### src/rtl/data_mem_arb_pkg.sv
// data_mem_arb_pkg
//   Shared types for the data-memory arbiter. It holds the arbiter state
//   encoding, the owner enum used to pick a winner, and a helper that decides
//   whether a requester is presenting a transaction.
package data_mem_arb_pkg;

  typedef enum logic [1:0] {
    IDLE  = 2'd0,
    GNT_C = 2'd1,
    GNT_D = 2'd2
  } arb_state_t;

  typedef enum logic {
    OWN_C = 1'b0,
    OWN_D = 1'b1
  } owner_t;

  // A requester is active when it reads or writes any byte.
  function automatic logic req_valid(input logic rd, input logic [3:0] we);
    return rd | (|we);
  endfunction

endpackage

### src/rtl/mem_arb_timeout.sv
// mem_arb_timeout
//   Counts the cycles a grant has waited for memory. The count is cleared
//   while clr is high and advances while en is high. expire is high while the
//   count equals TIMEOUT-1.
// Ports
//   clock  : clock, all state on posedge
//   reset  : asynchronous active-low reset
//   clr    : synchronous clear (takes priority over en)
//   en     : count enable
//   expire : count has reached TIMEOUT-1
module mem_arb_timeout #(
  parameter int TIMEOUT   = 255,
  parameter int TIMEOUT_W = 8
) (
  input  logic clock,
  input  logic reset,
  input  logic clr,
  input  logic en,
  output logic expire
);

  logic [TIMEOUT_W-1:0] count;

  always_ff @(posedge clock or negedge reset) begin
    if (!reset) begin
      count <= '0;
    end else if (clr) begin
      count <= '0;
    end else if (en) begin
      count <= count + 1'b1;
    end
  end

  assign expire = (count == TIMEOUT_W'(TIMEOUT - 1));

endmodule

### src/rtl/data_mem_arbiter.sv
// data_mem_arbiter
//   Shares one 32-bit data memory port between the CPU data controller (C)
//   and the DMA engine (D). One transaction is granted at a time. The grant is
//   held until memory answers or the timeout aborts the access. Read data and
//   the ready pulse go back to the owner only. DMA wins ties, but at most
//   DMA_BURST_MAX times in a row while C waits. After that, C wins the tie.
//
// Handshake: a requester raises read or a nonzero we and holds address and
//   data until its one-cycle ready pulse. It drops the request in the cycle
//   after ready. Memory answers with a one-cycle mem_ready pulse. mem_rdata is
//   valid only in that cycle. The mem_* strobes stay constant for the whole
//   grant.
//
// Ports
//   clock, reset                   : clock, asynchronous active-low reset
//   c_read/c_we/c_addr/c_wdata     : requester C command (we wins over read)
//   c_rdata/c_ready/c_err          : requester C return (err = timeout abort)
//   d_*                            : same set for requester D
//   mem_read/mem_we/mem_addr/wdata : registered command to memory
//   mem_rdata/mem_ready            : memory return
//   dbg_state/dbg_streak           : arbiter state and DMA streak, for observation
module data_mem_arbiter
  import data_mem_arb_pkg::*;
#(
  parameter int DMA_BURST_MAX = 4,
  parameter int TIMEOUT       = 255,
  parameter int TIMEOUT_W     = 8,
  localparam int STREAK_W     = $clog2(DMA_BURST_MAX + 1)
) (
  input  logic                clock,
  input  logic                reset,
  input  logic                c_read,
  input  logic [3:0]          c_we,
  input  logic [31:0]         c_addr,
  input  logic [31:0]         c_wdata,
  output logic [31:0]         c_rdata,
  output logic                c_ready,
  output logic                c_err,
  input  logic                d_read,
  input  logic [3:0]          d_we,
  input  logic [31:0]         d_addr,
  input  logic [31:0]         d_wdata,
  output logic [31:0]         d_rdata,
  output logic                d_ready,
  output logic                d_err,
  output logic                mem_read,
  output logic [3:0]          mem_we,
  output logic [31:0]         mem_addr,
  output logic [31:0]         mem_wdata,
  input  logic [31:0]         mem_rdata,
  input  logic                mem_ready,
  output arb_state_t          dbg_state,
  output logic [STREAK_W-1:0] dbg_streak
);

  arb_state_t          state, state_next;
  owner_t              winner;
  logic                win_valid;
  logic                c_valid, d_valid;
  logic                in_grant, grant_entry, done, expire;
  logic [STREAK_W-1:0] streak;

  assign c_valid     = req_valid(c_read, c_we);
  assign d_valid     = req_valid(d_read, d_we);
  assign in_grant    = (state == GNT_C) || (state == GNT_D);
  assign done        = in_grant && (mem_ready || expire);
  assign grant_entry = (state == IDLE) && win_valid;

  // Arbitration. D wins ties until it has won DMA_BURST_MAX ties in a row.
  always_comb begin
    win_valid = 1'b0;
    winner    = OWN_C;
    if (c_valid && d_valid) begin
      win_valid = 1'b1;
      winner    = (streak == STREAK_W'(DMA_BURST_MAX)) ? OWN_C : OWN_D;
    end else if (c_valid) begin
      win_valid = 1'b1;
      winner    = OWN_C;
    end else if (d_valid) begin
      win_valid = 1'b1;
      winner    = OWN_D;
    end
  end

  // FSM: state register
  always_ff @(posedge clock or negedge reset) begin
    if (!reset) state <= IDLE;
    else        state <= state_next;
  end

  // FSM: next state
  always_comb begin
    state_next = state;
    case (state)
      IDLE:         if (win_valid) state_next = (winner == OWN_C) ? GNT_C : GNT_D;
      GNT_C, GNT_D: if (done) state_next = IDLE;
      default:      state_next = IDLE;
    endcase
  end

  // FSM: outputs. Only the owner sees ready, err or data.
  // rdata is nonzero only in a real mem_ready cycle.
  always_comb begin
    c_ready = 1'b0;
    c_err   = 1'b0;
    c_rdata = '0;
    d_ready = 1'b0;
    d_err   = 1'b0;
    d_rdata = '0;
    if (state == GNT_C) begin
      c_ready = done;
      c_err   = expire && !mem_ready;
      c_rdata = mem_ready ? mem_rdata : '0;
    end else if (state == GNT_D) begin
      d_ready = done;
      d_err   = expire && !mem_ready;
      d_rdata = mem_ready ? mem_rdata : '0;
    end
  end

  // Command capture. When a requester both reads and writes, it is treated
  // as a write, so mem_read is suppressed.
  always_ff @(posedge clock or negedge reset) begin
    if (!reset) begin
      mem_read  <= 1'b0;
      mem_we    <= '0;
      mem_addr  <= '0;
      mem_wdata <= '0;
    end else if (grant_entry) begin
      if (winner == OWN_C) begin
        mem_read  <= c_read && (c_we == 4'b0000);
        mem_we    <= c_we;
        mem_addr  <= c_addr;
        mem_wdata <= c_wdata;
      end else begin
        mem_read  <= d_read && (d_we == 4'b0000);
        mem_we    <= d_we;
        mem_addr  <= d_addr;
        mem_wdata <= d_wdata;
      end
    end else if (done) begin
      mem_read  <= 1'b0;
      mem_we    <= '0;
      mem_addr  <= '0;
      mem_wdata <= '0;
    end
  end

  // DMA streak. It counts D wins that happen while C is waiting. A C grant
  // clears it. A D grant with C idle leaves it unchanged.
  always_ff @(posedge clock or negedge reset) begin
    if (!reset) begin
      streak <= '0;
    end else if (grant_entry) begin
      if (winner == OWN_C) begin
        streak <= '0;
      end else if (c_valid && (streak != STREAK_W'(DMA_BURST_MAX))) begin
        streak <= streak + 1'b1;
      end
    end
  end

  // The timer is held clear outside a grant, so it starts at 0 on grant entry.
  mem_arb_timeout #(
    .TIMEOUT   (TIMEOUT),
    .TIMEOUT_W (TIMEOUT_W)
  ) u_timeout (
    .clock  (clock),
    .reset  (reset),
    .clr    (!in_grant),
    .en     (in_grant && !mem_ready),
    .expire (expire)
  );

  assign dbg_state  = state;
  assign dbg_streak = streak;

endmodule

### config.mk
export PLATFORM = sky130hd
export DESIGN_NAME = data_mem_arbiter
export DESIGN_NICKNAME = d
export VERILOG_FILES = /design/src/rtl/data_mem_arb_pkg.sv /design/src/rtl/mem_arb_timeout.sv /design/src/rtl/data_mem_arbiter.sv
export SDC_FILE = /design/constraint.sdc
export NUM_CORES = 1
export LEC_CHECK = 0
export ABC_AREA = 1
export BUFFER_PORTS_ARGS = -buffer_cell sky130_fd_sc_hd__buf_2
export CORE_ASPECT_RATIO = 1.25
export CORE_MARGIN = 3
export CORE_UTILIZATION = 30
export CTS_CLUSTER_DIAMETER = 150
export CTS_CLUSTER_SIZE = 10
export DETAILED_ROUTE_END_ITERATION = 8
export PLACE_DENSITY = 0.6
export REMOVE_ABC_BUFFERS = 1
export SLEW_MARGIN = 20
export SYNTH_ARGS = -nofsm -noshare
export SYNTH_HDL_FRONTEND = slang
export SYNTH_SLANG_ARGS = --single-unit
export TNS_END_PERCENT = 1
### constraint.sdc
create_clock -name clock -period 2.5 [get_ports clock]
set_input_delay 0.75 -clock clock [delete_from_list [all_inputs] [get_ports clock]]
set_output_delay 0.75 -clock clock [all_outputs]
set_load 0.005 [all_outputs]
==> results of run 1 <==
## cell type report
cell class | instances | area [sq um] | area share, %
clock buffer | 10 | 239.0 | 3.219
clock inverter | 6 | 57.56 | 0.7752
inverter | 156 | 585.6 | 7.887
multi-input combinational | 525 | 2381 | 32.07
sequential | 82 | 2052 | 27.64
tap | 220 | 275.3 | 3.707
timing repair buffer | 337 | 1834 | 24.71
## power groups by stage
stage | Combinational, mW | Sequential, mW | Clock [mW]
after floorplan | 1.92 | 2.34 | 0
after global placement | 3.77 | 2.34 | 0
after detailed placement | 3.84 | 2.32 | 0
after CTS | 3.83 | 2.32 | 1.36
after global routing | 4.30 | 2.41 | 1.42
final | 3.78 | 2.32 | 1.31
## synthesized netlist by cell type (2+ instances only)
cell and number:
a21oi_1 5, buf_1 2, buf_2 33, buf_4 3, clkbuf_1 15, dfrtp_1 82
ha_1 7, inv_1 155, nand2_1 201, nand3_1 217, nand4_1 2, nor2_1 79
nor3_1 2, o21ai_0 5
## metrics by stage
stage | std cells | worst slack, ps | total power, mW | setup TNS (ps)
floorplan | 763 | -1819 | 4.263 | -140970
global placement | 1320 | 131.9 | 6.107 | 0
detailed placement | 1320 | 96.60 | 6.163 | 0
CTS | 1336 | 8.477 | 7.517 | 0
global route | 1336 | -17.25 | 8.124 | -17.25
finish | 1336 | 110.0 | 7.407 | 0
## kinds of logic after synthesis
group                      after synthesis  synth area share [%]
adders and majority gates                7                 1.669
AOI/OAI and AO/OA                       12                 1.263
buffers and inverters                  210                 16.16
DFF                                     82                 39.09
and+or+nand+nor                        505                 41.64
xor gates and xnor gates                 1                0.1669
## state kept, by name, indices dropped and copies added, names as in the netlist
name / flops
dbg_state: 2
mem_addr: 32
dbg_streak: 3
mem_we: 4
mem_read: 1
u_timeout.count: 8
mem_wdata: 32
## per-layer routing
metal,up-vias,part of all wire (%),track usage [%]
met4,0,3.3,7.311
met2,268,50,34.51
met5,-,0,0
met3,32,8.3,5.073
met1,2707,38,20.87
li1,3088,-,-
## final timing paths
check                                endpoint  cells after the start               start
hold reg to reg            u_timeout.count[3]                      1  u_timeout.count[3]
hold / removal                  mem_wdata[14]                      1               reset
setup / recovery                   c_rdata[1]                      6        dbg_state[1]
min in group clock         u_timeout.count[3]                      1  u_timeout.count[3]
setup reg to reg                  mem_addr[0]                      7        dbg_state[0]
max in group asynchronous         mem_addr[5]                      2               reset
## critical path, delay by kind of cell (launching register included)
family / cells / cell delay [ps]
simple gates: 1 / 200
buf+inv: 4 / 550
fa+ha+maj: 1 / 150
flops: 1 / 410
==> impl_metrics.csv, run 1 <==
group,metric,value,unit
run_status,status,"finished, final reports clean",
clocking,clock-root-buffer,"clkbuf_16",
timing,rsz0062_at_grt,"yes",
setup_path,critPathMaxFanout,34,
timing,setup_viol,0,
timing,fmax,0.4184,GHz
floorplanning,start_util,30.92,%
timing,period_share,95.60,%
setup_path,end_kind,"output pin",
global_route,grt_overflow_total,0,
detailed_routing,firstDrtPassIters,4,
clocking,cts_buffer_depth,2,
power_and_ir_drop,clock_power_share,17.7,%
synth,synth-warning-count,0,
setup_path,setup.worst_path.start_class,"register",
synth,synthFlopType,"dfrtp_1",
floorplanning,die_x,124.3,microns
placed_design,dpl_cell_area,7101,sq um
synth,ys_ff_latch,82,
cells_and_area,post-route-cell-area,7425,sq um
detailed_routing,ant_nets,0,
power_and_ir_drop,p_sw,3.225,mW
cells_and_area,most-common-layout-cells,"buf_2, nand3_1, nand2_1, inv_1, dfrtp_1",
power_and_ir_drop,cell_internal_pwr,4.182,mW
synth,syn_area,5249,sq um
cells_and_area,fin_util,43.74,%
clocking,path_clk_slew,70,ps
clocking,cts_tree,"built",
setup_path,cp.required,1750,ps
floorplanning,io_pins,315,
synth,ys_seq_area_share,39.09,%
timing,maxSlewHeadroom,54.46,%
floorplanning,fp.dieH,153.9,microns
global_route,grt_pass1_wl,29.68,mm
synth,ys_types,23,
timing,tightest_slew,681.5,ps
detailed_routing,via_count,6095,
power_and_ir_drop,ir_drop,0.3893,mV
detailed_routing,drc,0,
global_route,grt_usage,18.92,%
clocking,cts_max_level,3,
power_and_ir_drop,p_seq_share,31.3,%
cells_and_area,drive_above_1_share,32.71,%
floorplanning,rows,53,
global_route,antenna_found_initial,0,
timing,whs,375.1,ps
min_path,min_path_type,"in2async",
synth,syn_inst,817,
setup_path,path_cells,"inv_1 -> ha_1 -> clkinv_1 -> buf_12 -> nor2_1 -> buf_2",
power_and_ir_drop,power_density,997.7,nW/um^2
clocking,cts-resized-gates,1,
power_and_ir_drop,swShare,43.54,%
cells_and_area,layout.nets,1291,
setup_path,slowest_delay,410,ps
power_and_ir_drop,p_comb_share,51.0,%
synth,yosysTopAreaCellShare,39.09,%
timing,slew_viol_final,0,
detailed_routing,drt_iter0_drc,275,
clocking,cts.sinks,82,
clocking,cts_buffers,9,
job,cap_violations,0,
synth,yosysTopAreaCell,"dfrtp_1",
synth,synth-edff-count,0,
clocking,clkLatencyLatePin,330,ps
floorplanning,die_area,19130,sq um
setup_path,slowest_stage,"dfrtp_1",
cells_and_area,fillCellCount,1848,
placed_design,routabilityCongestion,0.8508,
global_route,grt_start_max_net_pins,54,
cells_and_area,synthToLayoutAreaGrowth,41.45,%
floorplanning,core_area,16980,sq um
setup_path,ff2ff_setup_slack,530,ps
synth,synth_top_cells_by_area,"dfrtp_1, nand3_1, nand2_1, inv_1, nor2_1",
detailed_routing,wirelength,18.45,mm
detailed_routing,wl_per_cell,13.81,microns
placed_design,hpwl,14.13,mm
detailed_routing,vias_per_cell,4.562,
cells_and_area,diodes,0,
power_and_ir_drop,leakagePower,4.692,nW
global_route,grt_pass1_vias,5959,
setup_path,arrival,1640,ps
placed_design,port_buffers,314,
synth,async_reset_ff_share,100.0,%
cells_and_area,layout.cells.most_common,"buf_2",
timing,finalHoldViolCount,0,
synth,synth.avg_cell_area,6.424,sq um
clocking,ctsHoldBuffers,0,
timing,period_needed,2390,ps
timing,fin_skew,7.855,ps
clocking,cts_setup_buffers,0,
setup_path,critPathKind,"reg2out",
(Power assumes the default switching activity.)
==> run 2: changes to the inputs <==
Settings changed: SETUP_SLACK_MARGIN set to 0.3.
==> impl_metrics.csv, run 2 (synthesis results as in run 1) <==
group,metric,value,unit
placed_design,dpl_cell_area,7101,sq um
clocking,cts.sinks,82,
floorplanning,fp.dieH,153.9,microns
placed_design,port_buffers,314,
floorplanning,io_pins,315,
setup_path,arrival,1550,ps
clocking,cts_buffer_depth,2,
power_and_ir_drop,power,7.797,mW
cells_and_area,reg_top3,"mem_addr: 32 flops, mem_wdata: 32 flops, u_timeout.count: 8 flops",
detailed_routing,wirelength,19.13,mm
clocking,clkLatencyLatePin,330,ps
detailed_routing,drc,0,
power_and_ir_drop,ir_drop,0.3907,mV
power_and_ir_drop,p_seq_share,29.7,%
timing,slew_viol_final,0,
cells_and_area,post-route-cell-area,7694,sq um
run_status,status,"finished, final reports clean",
cells_and_area,diodes,0,
timing,period_share,92.02,%
timing,setup_viol,0,
setup_path,critPathKind,"reg2out",
clocking,path_clk_slew,70,ps
timing,tightest_slew,680.3,ps
floorplanning,die_area,19130,sq um
timing,fmax,0.4347,GHz
global_route,grt_pass1_vias,6028,
detailed_routing,wl_per_cell,14.19,microns
detailed_routing,ant_nets,0,
global_route,grt_start_max_net_pins,54,
clocking,cts_tree,"built",
power_and_ir_drop,swShare,43.25,%
floorplanning,die_x,124.3,microns
global_route,grt_usage,19.19,%
placed_design,hpwl,14.13,mm
cells_and_area,fin_util,45.32,%
timing,maxSlewHeadroom,54.54,%
cells_and_area,layout.nets,1303,
floorplanning,rows,53,
global_route,grt_pass1_wl,30.09,mm
detailed_routing,via_count,6219,
timing,period_needed,2300,ps
detailed_routing,firstDrtPassIters,7,
global_route,grt_overflow_total,0,
cells_and_area,layout.cells.most_common,"buf_2",
power_and_ir_drop,power_density,1013,nW/um^2
power_and_ir_drop,p_sw,3.372,mW
power_and_ir_drop,clock_power_share,16.8,%
power_and_ir_drop,leakagePower,4.795,nW
detailed_routing,vias_per_cell,4.614,
setup_path,setup.worst_path.start_class,"register",
power_and_ir_drop,p_comb_share,53.5,%
cells_and_area,synthToLayoutAreaGrowth,46.58,%
job,cap_violations,0,
clocking,cts_max_level,3,
detailed_routing,drt_iter0_drc,256,
timing,finalHoldViolCount,0,
setup_path,reg2reg_depth,7,
min_path,min_path_type,"in2async",
global_route,antenna_found_initial,0,
setup_path,critPathMaxFanout,3,
clocking,clock-root-buffer,"clkbuf_16",
timing,fin_skew,7.978,ps
setup_path,end_kind,"output pin",
clocking,cts_buffers,9,
power_and_ir_drop,cell_internal_pwr,4.425,mW
floorplanning,start_util,30.92,%
floorplanning,core_area,16980,sq um
cells_and_area,drive_above_1_share,34.75,%
cells_and_area,most-common-layout-cells,"buf_2, nand3_1, nand2_1, inv_1, dfrtp_1",
clocking,ctsHoldBuffers,0,
placed_design,routabilityCongestion,0.8508,
timing,rsz0062_at_grt,"yes",
setup_path,cp.required,1750,ps
-- run 2: worst max-delay path, stage by stage, from the launching register on --
cell	delay [ps]
dfrtp_1	380
inv_2	90
ha_4	130
nand2_2	60
nor2_4	100
nand2_2	80
nand2_2	110
nand2_4	60
nor2_1	90
buf_2	120
-- run 2: metal layers --
metal / global-route usage [%] / part of all wire [%] / vias up
li1: - / - / 3122
met1: 20.82 / 38 / 2780
met2: 35.23 / 51 / 280
met3: 5.247 / 8.0 / 37
met4: 7.624 / 3.6 / 0
met5: 0 / 0 / -
-- run 2: layout make-up --
type	instances	area, sq um
Clock buffer	10	239.0
Clock inverter	6	57.56
Fill cell	1823	9283
Inverter	156	590.6
Multi-Input combinational cell	525	2480
Sequential cell	82	2052
Tap cell	220	275.3
Timing Repair Buffer	349	1999
-- run 2: power by group through the flow --
| stage | sequential (mW) | combinational (mW) | clock (mW) |
|---|---|---|---|
| 6_report | 2.32 | 4.17 | 1.31 |
| 4_1_cts | 2.32 | 4.01 | 1.36 |
| 3_3_place_gp | 2.34 | 3.77 | 0 |
| 5_1_grt | 2.40 | 4.69 | 1.42 |
| 2_1_floorplan | 2.34 | 1.92 | 0 |
| 3_5_place_dp | 2.32 | 3.84 | 0 |
-- run 2: timing repair --
action                                  in CTS  in global routing
endpoints found under the setup margin      68                 68
setup buffers                                6                  2
endpoints found under the hold margin        0                  0
gates cloned                                 1                  3
pin swaps                                    2                  5
resized for setup                           15                 24
-- run 2: path summary, 6_finish.rpt --
path                               startpoint                  to  slack (ps)
setup reg to reg                 dbg_state[0]         mem_addr[0]         470
setup / recovery           u_timeout.count[0]             c_ready         200
hold reg to reg            u_timeout.count[3]  u_timeout.count[3]         500
hold / removal                          reset       mem_wdata[14]         380
max in group asynchronous               reset         mem_addr[5]        1510
min in group clock         u_timeout.count[3]  u_timeout.count[3]         500
-- run 2: through the flow --
step	TNS [ps]	std cells	setup slack, ps	hold WS (ps)
final	0	1348	199.6	376.7
after floorplan	-140970	763	-1819	454.4
after CTS	0	1343	148.6	391.8
after global routing	0	1348	117.0	406.6
after detailed placement	0	1320	96.60	487.8
after global placement	0	1320	131.9	480.2
